<file path="src/rtl/adc_acq_sequencer.sv">
// adc_acq_sequencer
// Drives a dual-channel serial ADC controller through its reset/enable/ready
// handshake. Each start request runs 2^n conversions, optionally paced by a
// minimum TRIG-to-TRIG interval, and presents the truncated average of each
// channel.
module adc_acq_sequencer #(
  parameter int SAMPLE_BITS  = 14,
  parameter int MAX_LOG2_AVG = 4,
  parameter int TIMEOUT      = 1023,
  parameter int RESET_CYCLES = 2
) (
  input  logic                   CLK,
  input  logic                   RST,
  input  logic                   start,
  input  logic [2:0]             log2_avg,
  input  logic [15:0]            interval,
  output logic                   busy,
  output logic                   done,
  output logic                   error,
  output logic [SAMPLE_BITS-1:0] avg_a,
  output logic [SAMPLE_BITS-1:0] avg_b,
  output logic                   adc_enable,
  output logic                   adc_reset,
  input  logic                   adc_ready,
  input  logic [SAMPLE_BITS-1:0] adc_out_a,
  input  logic [SAMPLE_BITS-1:0] adc_out_b
);

  localparam int ACC_W = SAMPLE_BITS + MAX_LOG2_AVG;
  localparam int CNT_W = MAX_LOG2_AVG + 1;
  localparam int TMO_W = $clog2(TIMEOUT + 1);
  localparam int RC_W  = $clog2(RESET_CYCLES + 1);
  localparam logic [2:0] MAX_N = 3'(MAX_LOG2_AVG);

  typedef enum logic [3:0] {
    S_RST_ADC,
    S_INIT_WAIT,
    S_IDLE,
    S_TRIG,
    S_WAIT_LOW,
    S_WAIT_HIGH,
    S_GAP,
    S_FINISH,
    S_ERR
  } state_t;

  // Truncating divide by 2^sh; the sum of 2^sh samples always fits after the shift.
  function automatic logic [SAMPLE_BITS-1:0] avg_trunc(input logic [ACC_W-1:0] acc,
                                                       input logic [2:0]       sh);
    return SAMPLE_BITS'(acc >> sh);
  endfunction

  // Requested exponent limited to what the accumulator width can hold.
  function automatic logic [2:0] clamp_log2(input logic [2:0] k);
    return (k > MAX_N) ? MAX_N : k;
  endfunction

  state_t state, state_nxt;

  logic busy_nxt, done_nxt, error_nxt, en_nxt, arst_nxt;
  logic latch, acc_add, avg_ld, ival_load, go_err;

  logic [2:0]       n_lat;
  logic [15:0]      ival_lat;
  logic [ACC_W-1:0] acc_a, acc_b;
  logic [ACC_W-1:0] sum_a, sum_b;
  logic [CNT_W-1:0] count, count_inc;
  logic [15:0]      ival_cnt;
  logic [TMO_W-1:0] tmo_cnt;
  logic [RC_W-1:0]  rst_cnt;

  logic last_sample, gap_done, tmo_hit, rst_done;

  assign sum_a       = acc_a + ACC_W'(adc_out_a);
  assign sum_b       = acc_b + ACC_W'(adc_out_b);
  assign count_inc   = count + CNT_W'(1);
  assign last_sample = (count_inc == (CNT_W'(1) << n_lat));
  // ival_cnt counts cycles since TRIG entry as seen in the current cycle, so
  // the next TRIG entry lands one cycle later: compare against cnt+1.
  assign gap_done    = (({1'b0, ival_cnt} + 17'd1) >= {1'b0, ival_lat});
  assign tmo_hit     = (tmo_cnt == TMO_W'(TIMEOUT - 1));
  assign rst_done    = (rst_cnt == RC_W'(RESET_CYCLES));

  // State register and registered handshake/status outputs.
  always_ff @(posedge CLK or posedge RST) begin
    if (RST) begin
      state      <= S_RST_ADC;
      busy       <= 1'b0;
      done       <= 1'b0;
      error      <= 1'b0;
      adc_enable <= 1'b0;
      adc_reset  <= 1'b0;
    end else begin
      state      <= state_nxt;
      busy       <= busy_nxt;
      done       <= done_nxt;
      error      <= error_nxt;
      adc_enable <= en_nxt;
      adc_reset  <= arst_nxt;
    end
  end

  // Next-state and output decode for the acquisition sequence.
  always_comb begin
    state_nxt = state;
    busy_nxt  = busy;
    done_nxt  = 1'b0;
    error_nxt = error;
    en_nxt    = adc_enable;
    arst_nxt  = 1'b0;
    latch     = 1'b0;
    acc_add   = 1'b0;
    avg_ld    = 1'b0;
    ival_load = 1'b0;
    go_err    = 1'b0;
    case (state)
      S_RST_ADC: begin
        if (rst_done) state_nxt = S_INIT_WAIT;
        else          arst_nxt  = 1'b1;
      end
      S_INIT_WAIT: begin
        if (adc_ready)    state_nxt = S_IDLE;
        else if (tmo_hit) go_err    = 1'b1;
      end
      S_IDLE: begin
        if (start) begin
          latch     = 1'b1;
          busy_nxt  = 1'b1;
          error_nxt = 1'b0;
          state_nxt = S_TRIG;
        end
      end
      S_TRIG: begin
        en_nxt    = 1'b1;
        ival_load = 1'b1;
        state_nxt = S_WAIT_LOW;
      end
      S_WAIT_LOW: begin
        if (!adc_ready) begin
          en_nxt    = 1'b0;
          state_nxt = S_WAIT_HIGH;
        end else if (tmo_hit) begin
          go_err = 1'b1;
        end
      end
      S_WAIT_HIGH: begin
        if (adc_ready) begin
          acc_add = 1'b1;
          if (last_sample) begin
            avg_ld    = 1'b1;
            done_nxt  = 1'b1;
            state_nxt = S_FINISH;
          end else begin
            state_nxt = S_GAP;
          end
        end else if (tmo_hit) begin
          go_err = 1'b1;
        end
      end
      S_GAP: begin
        if (gap_done) state_nxt = S_TRIG;
      end
      S_FINISH: begin
        busy_nxt  = 1'b0;
        state_nxt = S_IDLE;
      end
      S_ERR: begin
        if (start) begin
          error_nxt = 1'b0;
          state_nxt = S_RST_ADC;
        end
      end
      default: state_nxt = S_RST_ADC;
    endcase
    if (go_err) begin
      state_nxt = S_ERR;
      error_nxt = 1'b1;
      busy_nxt  = 1'b0;
      en_nxt    = 1'b0;
    end
  end

  // Measurement setup latch, accumulators, sample count and averaged outputs.
  always_ff @(posedge CLK or posedge RST) begin
    if (RST) begin
      n_lat    <= '0;
      ival_lat <= '0;
      acc_a    <= '0;
      acc_b    <= '0;
      count    <= '0;
      avg_a    <= '0;
      avg_b    <= '0;
    end else begin
      if (latch) begin
        n_lat    <= clamp_log2(log2_avg);
        ival_lat <= interval;
        acc_a    <= '0;
        acc_b    <= '0;
        count    <= '0;
      end else if (acc_add) begin
        acc_a <= sum_a;
        acc_b <= sum_b;
        count <= count_inc;
      end
      if (avg_ld) begin
        avg_a <= avg_trunc(sum_a, n_lat);
        avg_b <= avg_trunc(sum_b, n_lat);
      end
    end
  end

  // Interval, wait-timeout and reset-pulse counters.
  always_ff @(posedge CLK or posedge RST) begin
    if (RST) begin
      ival_cnt <= '0;
      tmo_cnt  <= '0;
      rst_cnt  <= '0;
    end else begin
      if (ival_load)                ival_cnt <= 16'd1;
      else if (ival_cnt != 16'hFFFF) ival_cnt <= ival_cnt + 16'd1;

      if (state_nxt != state) tmo_cnt <= '0;
      else if (!tmo_hit)      tmo_cnt <= tmo_cnt + TMO_W'(1);

      if (state != S_RST_ADC) rst_cnt <= '0;
      else if (!rst_done)     rst_cnt <= rst_cnt + RC_W'(1);
    end
  end

endmodule

</file>
<file path="config.mk">
export PLATFORM = sky130hd
export DESIGN_NAME = adc_acq_sequencer
export DESIGN_NICKNAME = d
export VERILOG_FILES = /design/src/rtl/adc_acq_sequencer.sv
export SDC_FILE = /design/constraint.sdc
export NUM_CORES = 1
export LEC_CHECK = 0
export ABC_AREA = 1
export BUFFER_PORTS_ARGS = -buffer_cell sky130_fd_sc_hd__buf_2
export CORE_ASPECT_RATIO = 1.5
export CORE_MARGIN = 1.5
export CORE_UTILIZATION = 45
export CTS_CLUSTER_SIZE = 14
export DETAILED_ROUTE_END_ITERATION = 16
export PLACE_DENSITY_LB_ADDON = 0.05
export SYNTH_ARGS = -nofsm -noshare
export SYNTH_HDL_FRONTEND = slang
export SYNTH_SLANG_ARGS = --single-unit
</file>
<file path="constraint.sdc">
create_clock -name CLK -period 4.9 [get_ports CLK]
set_input_delay 0.735 -clock CLK [delete_from_list [all_inputs] [get_ports CLK]]
set_output_delay 0.735 -clock CLK [all_outputs]
set_load 0.05 [all_outputs]
</file>
==> results.txt <==
Starting Density -> 0.460
Fin. Hold Viols -> 0
Worst Slack Setup Final -> 1.58 ns
Max-Cap Viols -> 0
PD cells -> 646 mW/mm^2
Endpoints failing setup -> 0
Synth Register Bits -> 125
Num ports -> 84
Die area -> 0.0204 mm^2
Cells after Synth -> 1280
R2R depth -> 15
Dpl hpwl -> 19.5 mm
Vias per inst -> 5.26
Initial antenna violation count -> 0
Crit-path cells -> buf_4 -> inv_1 -> nand2_1 -> o21ai_0 -> inv_1 -> nor2_1 -> nand3_1 -> nor2_4 -> buf_4 -> nor2_1 -> nand2_1 -> nand2_1 -> nand2_2 -> nand3_4 -> nor2_2
Routed len/inst -> 15.5 um
Share of layout cells above drive strength 1 -> 0.117
Critical Path End Type -> flop
Startpoint types -> flop
Worst path bufs/invs -> 4
Clk sinks -> 125
Post-synth EDFFs -> 0
First-pass GRT wire length -> 41.1 mm
VDD IR-drop max -> 370 uV
ANT cells -> 0
Crit path required time -> 5.26 ns
Max clock buf depth -> 2
WL met3 -> 1.10 mm
CTS clk-pin slew, worst paths -> 0.07 ns
H-tree levels -> 4
Sequential area share after synthesis -> 0.355
Most frequent CP cell -> nand2_1
Synthesized cell area -> 0.00881 mm^2
Final Skew -> 0.0139 ns
Synth Warn # -> 0
Area Overhead vs Synth -> 14.4%
Worst path depth -> 15
Pin count of the biggest net entering global routing -> 66
CP top delay family -> simple AND/OR/NAND/NOR gates
Top routing layer used -> met4
Post-cts sizing count -> 0
Crit-path max FO -> 35
Rows -> 62
Measured slew at the worst slew-check pin -> 0.880 ns
Die Span Y -> 174 um
Async SR Flop Fraction -> 1.00
Clock root cell -> clkbuf_16
Fin crit period -> 3.32 ns
Final period utilization -> 0.678
Placer Congestion -> 0.921
TritonCTS buffer count -> 17
Total GRT Usage -> 0.259
Fmax -> 0.301 GHz
Core Util, Final -> 0.526
GRT overflow -> 0
Fin Setup TNS -> 0 ns
Tightest Hold Check Type -> input pin to async pin
Pre-antenna DRT Iters -> 5
Core area -> 0.0192 mm^2
Hold Buf Count CTS -> 0
Leakage -> 5.40 nW
Crit-path max cell delay -> 0.68 ns
PortBufs -> 83
Worst-Skew Late Latency -> 0.43 ns
RSZ-0062 raised after global routing -> false
Critical path class -> flop to flop
Met1 wire length -> 10.7 mm
Pins Over Slew Limit -> 0
Design Power -> 6.51 mW
Nets -> 1455
Status -> completed
Place WS -> 1.61 ns
Crit path from -> n_lat[1]
DR iter-0 viols -> 515
CTS tree -> done
Routed Antenna Nets -> 0
Drt total wl -> 25.1 mm
Relative slew slack -> 0.413
Crit Reg-Reg Startpoint -> n_lat[1]
# Post-CTS Setup Buffers -> 0
Unique masters post-synth -> 44
Final routed DRC violation total -> 0
Syn Nets -> 1382
Syn avg cell area -> 6.88 um^2
Chip Width -> 117 um
Met2 routed WL -> 12.7 mm
Top FF cell, synth -> dfrtp_1
Vias in the first global route -> 8446
Total number of vias -> 8530
Crit path max-delay cell type -> inv_1
CP Data Arrival Time -> 3.68 ns
## metal layers
layer	global-route usage	vias up
li1	-	4358
met1	0.311	3953
met2	0.459	181
met3	0.0418	38
met4	0.0914	0
met5	0	-
## final cells by class
| class | instances | area (um^2) |
|---|---|---|
| inverter | 138 | 520 |
| multi-input combinational | 978 | 4990 |
| clock buffer | 18 | 429 |
| clock inverter | 14 | 203 |
| timing repair buffer | 93 | 490 |
| tap | 256 | 320 |
| fill | 1962 | 9080 |
| sequential | 125 | 3130 |
## Yosys cell counts (2+ instances only)
library cell / count / area (um^2)
buf_4: 2 / 15.0
nand3_1: 208 / 1040
dfrtp_1: 125 / 3130
a31oi_1: 2 / 12.5
o31ai_1: 5 / 37.5
nand4_1: 10 / 62.6
buf_2: 9 / 45.0
xnor2_1: 10 / 87.6
o21ai_0: 84 / 420
clkbuf_1: 16 / 60.1
a21o_1: 2 / 15.0
nand3b_1: 4 / 30.0
ha_1: 49 / 613
o22ai_1: 6 / 37.5
inv_1: 133 / 499
nor2_1: 92 / 345
nor2_4: 2 / 22.5
nor3_2: 2 / 20.0
fa_1: 2 / 40.0
clkinv_1: 2 / 7.51
a21oi_1: 52 / 260
xor2_1: 19 / 166
a22oi_1: 2 / 15.0
a31o_2: 4 / 35.0
o211ai_1: 4 / 30.0
nor3_1: 12 / 60.1
or2_2: 7 / 43.8
inv_2: 3 / 11.3
nand2_1: 374 / 1400
o21ai_1: 2 / 10.0
buf_1: 11 / 41.3
nor2_2: 13 / 81.3
## stage by stage
step	instance area [um^2]	hold slack (ns)	instances
floorplan	8810	0.455	1280
global placement	9450	0.462	1590
detailed placement	9450	0.470	1590
CTS	10100	0.486	1622
global route	10100	0.509	1622
finish	10100	0.472	1622
## where the power goes
group	internal (mW)	leakage, nW	total (mW)	switching [mW]
registers	1.39	1.66	1.65	0.262
logic	1.08	3.43	3.48	2.39
clock network	0.862	0.307	1.38	0.522
## cell families after synthesis
| family | share of synthesized area |
|---|---|
| flops | 0.355 |
| simple gates | 0.361 |
| buf+inv | 0.0784 |
| xor+xnor | 0.0288 |
| compound gates | 0.103 |
| fa+ha+maj | 0.0742 |
## final timing paths
path / endpoint / slack (ns)
max: tmo_cnt[3] / 1.58
min: ival_lat[5] / 0.47
max reg2reg: tmo_cnt[3] / 1.58
min reg2reg: avg_a[7] / 0.48
max in group asynchronous: avg_a[8] / 3.40
min in group CLK: avg_a[7] / 0.48
## cell usage in the layout (no fill, tap or decap), types with 5 or more instances in the layout
cell type,netlist,layout
o22ai_1,6,6
inv_1,133,132
buf_4,2,10
nor2_1,92,92
nor2_2,13,13
xnor2_1,10,10
nand2_1,374,374
o21ai_0,84,84
ha_1,49,49
nor3_1,12,12
or2_2,7,7
xor2_1,19,19
nand4_1,10,10
clkbuf_16,0,17
inv_6,0,6
nand3_1,208,208
buf_2,9,83
dfrtp_1,125,125
a21oi_1,52,52
o31ai_1,5,5
## registers in the layout, summed over array words and instances, names as in the netlist, 3 cells and up
signal    flops
acc_a        18
acc_b        18
avg_a        14
avg_b        14
count         5
ival_cnt     16
ival_lat     16
n_lat         3
state         4
tmo_cnt      10
Power figures use the tool's default switching activity.
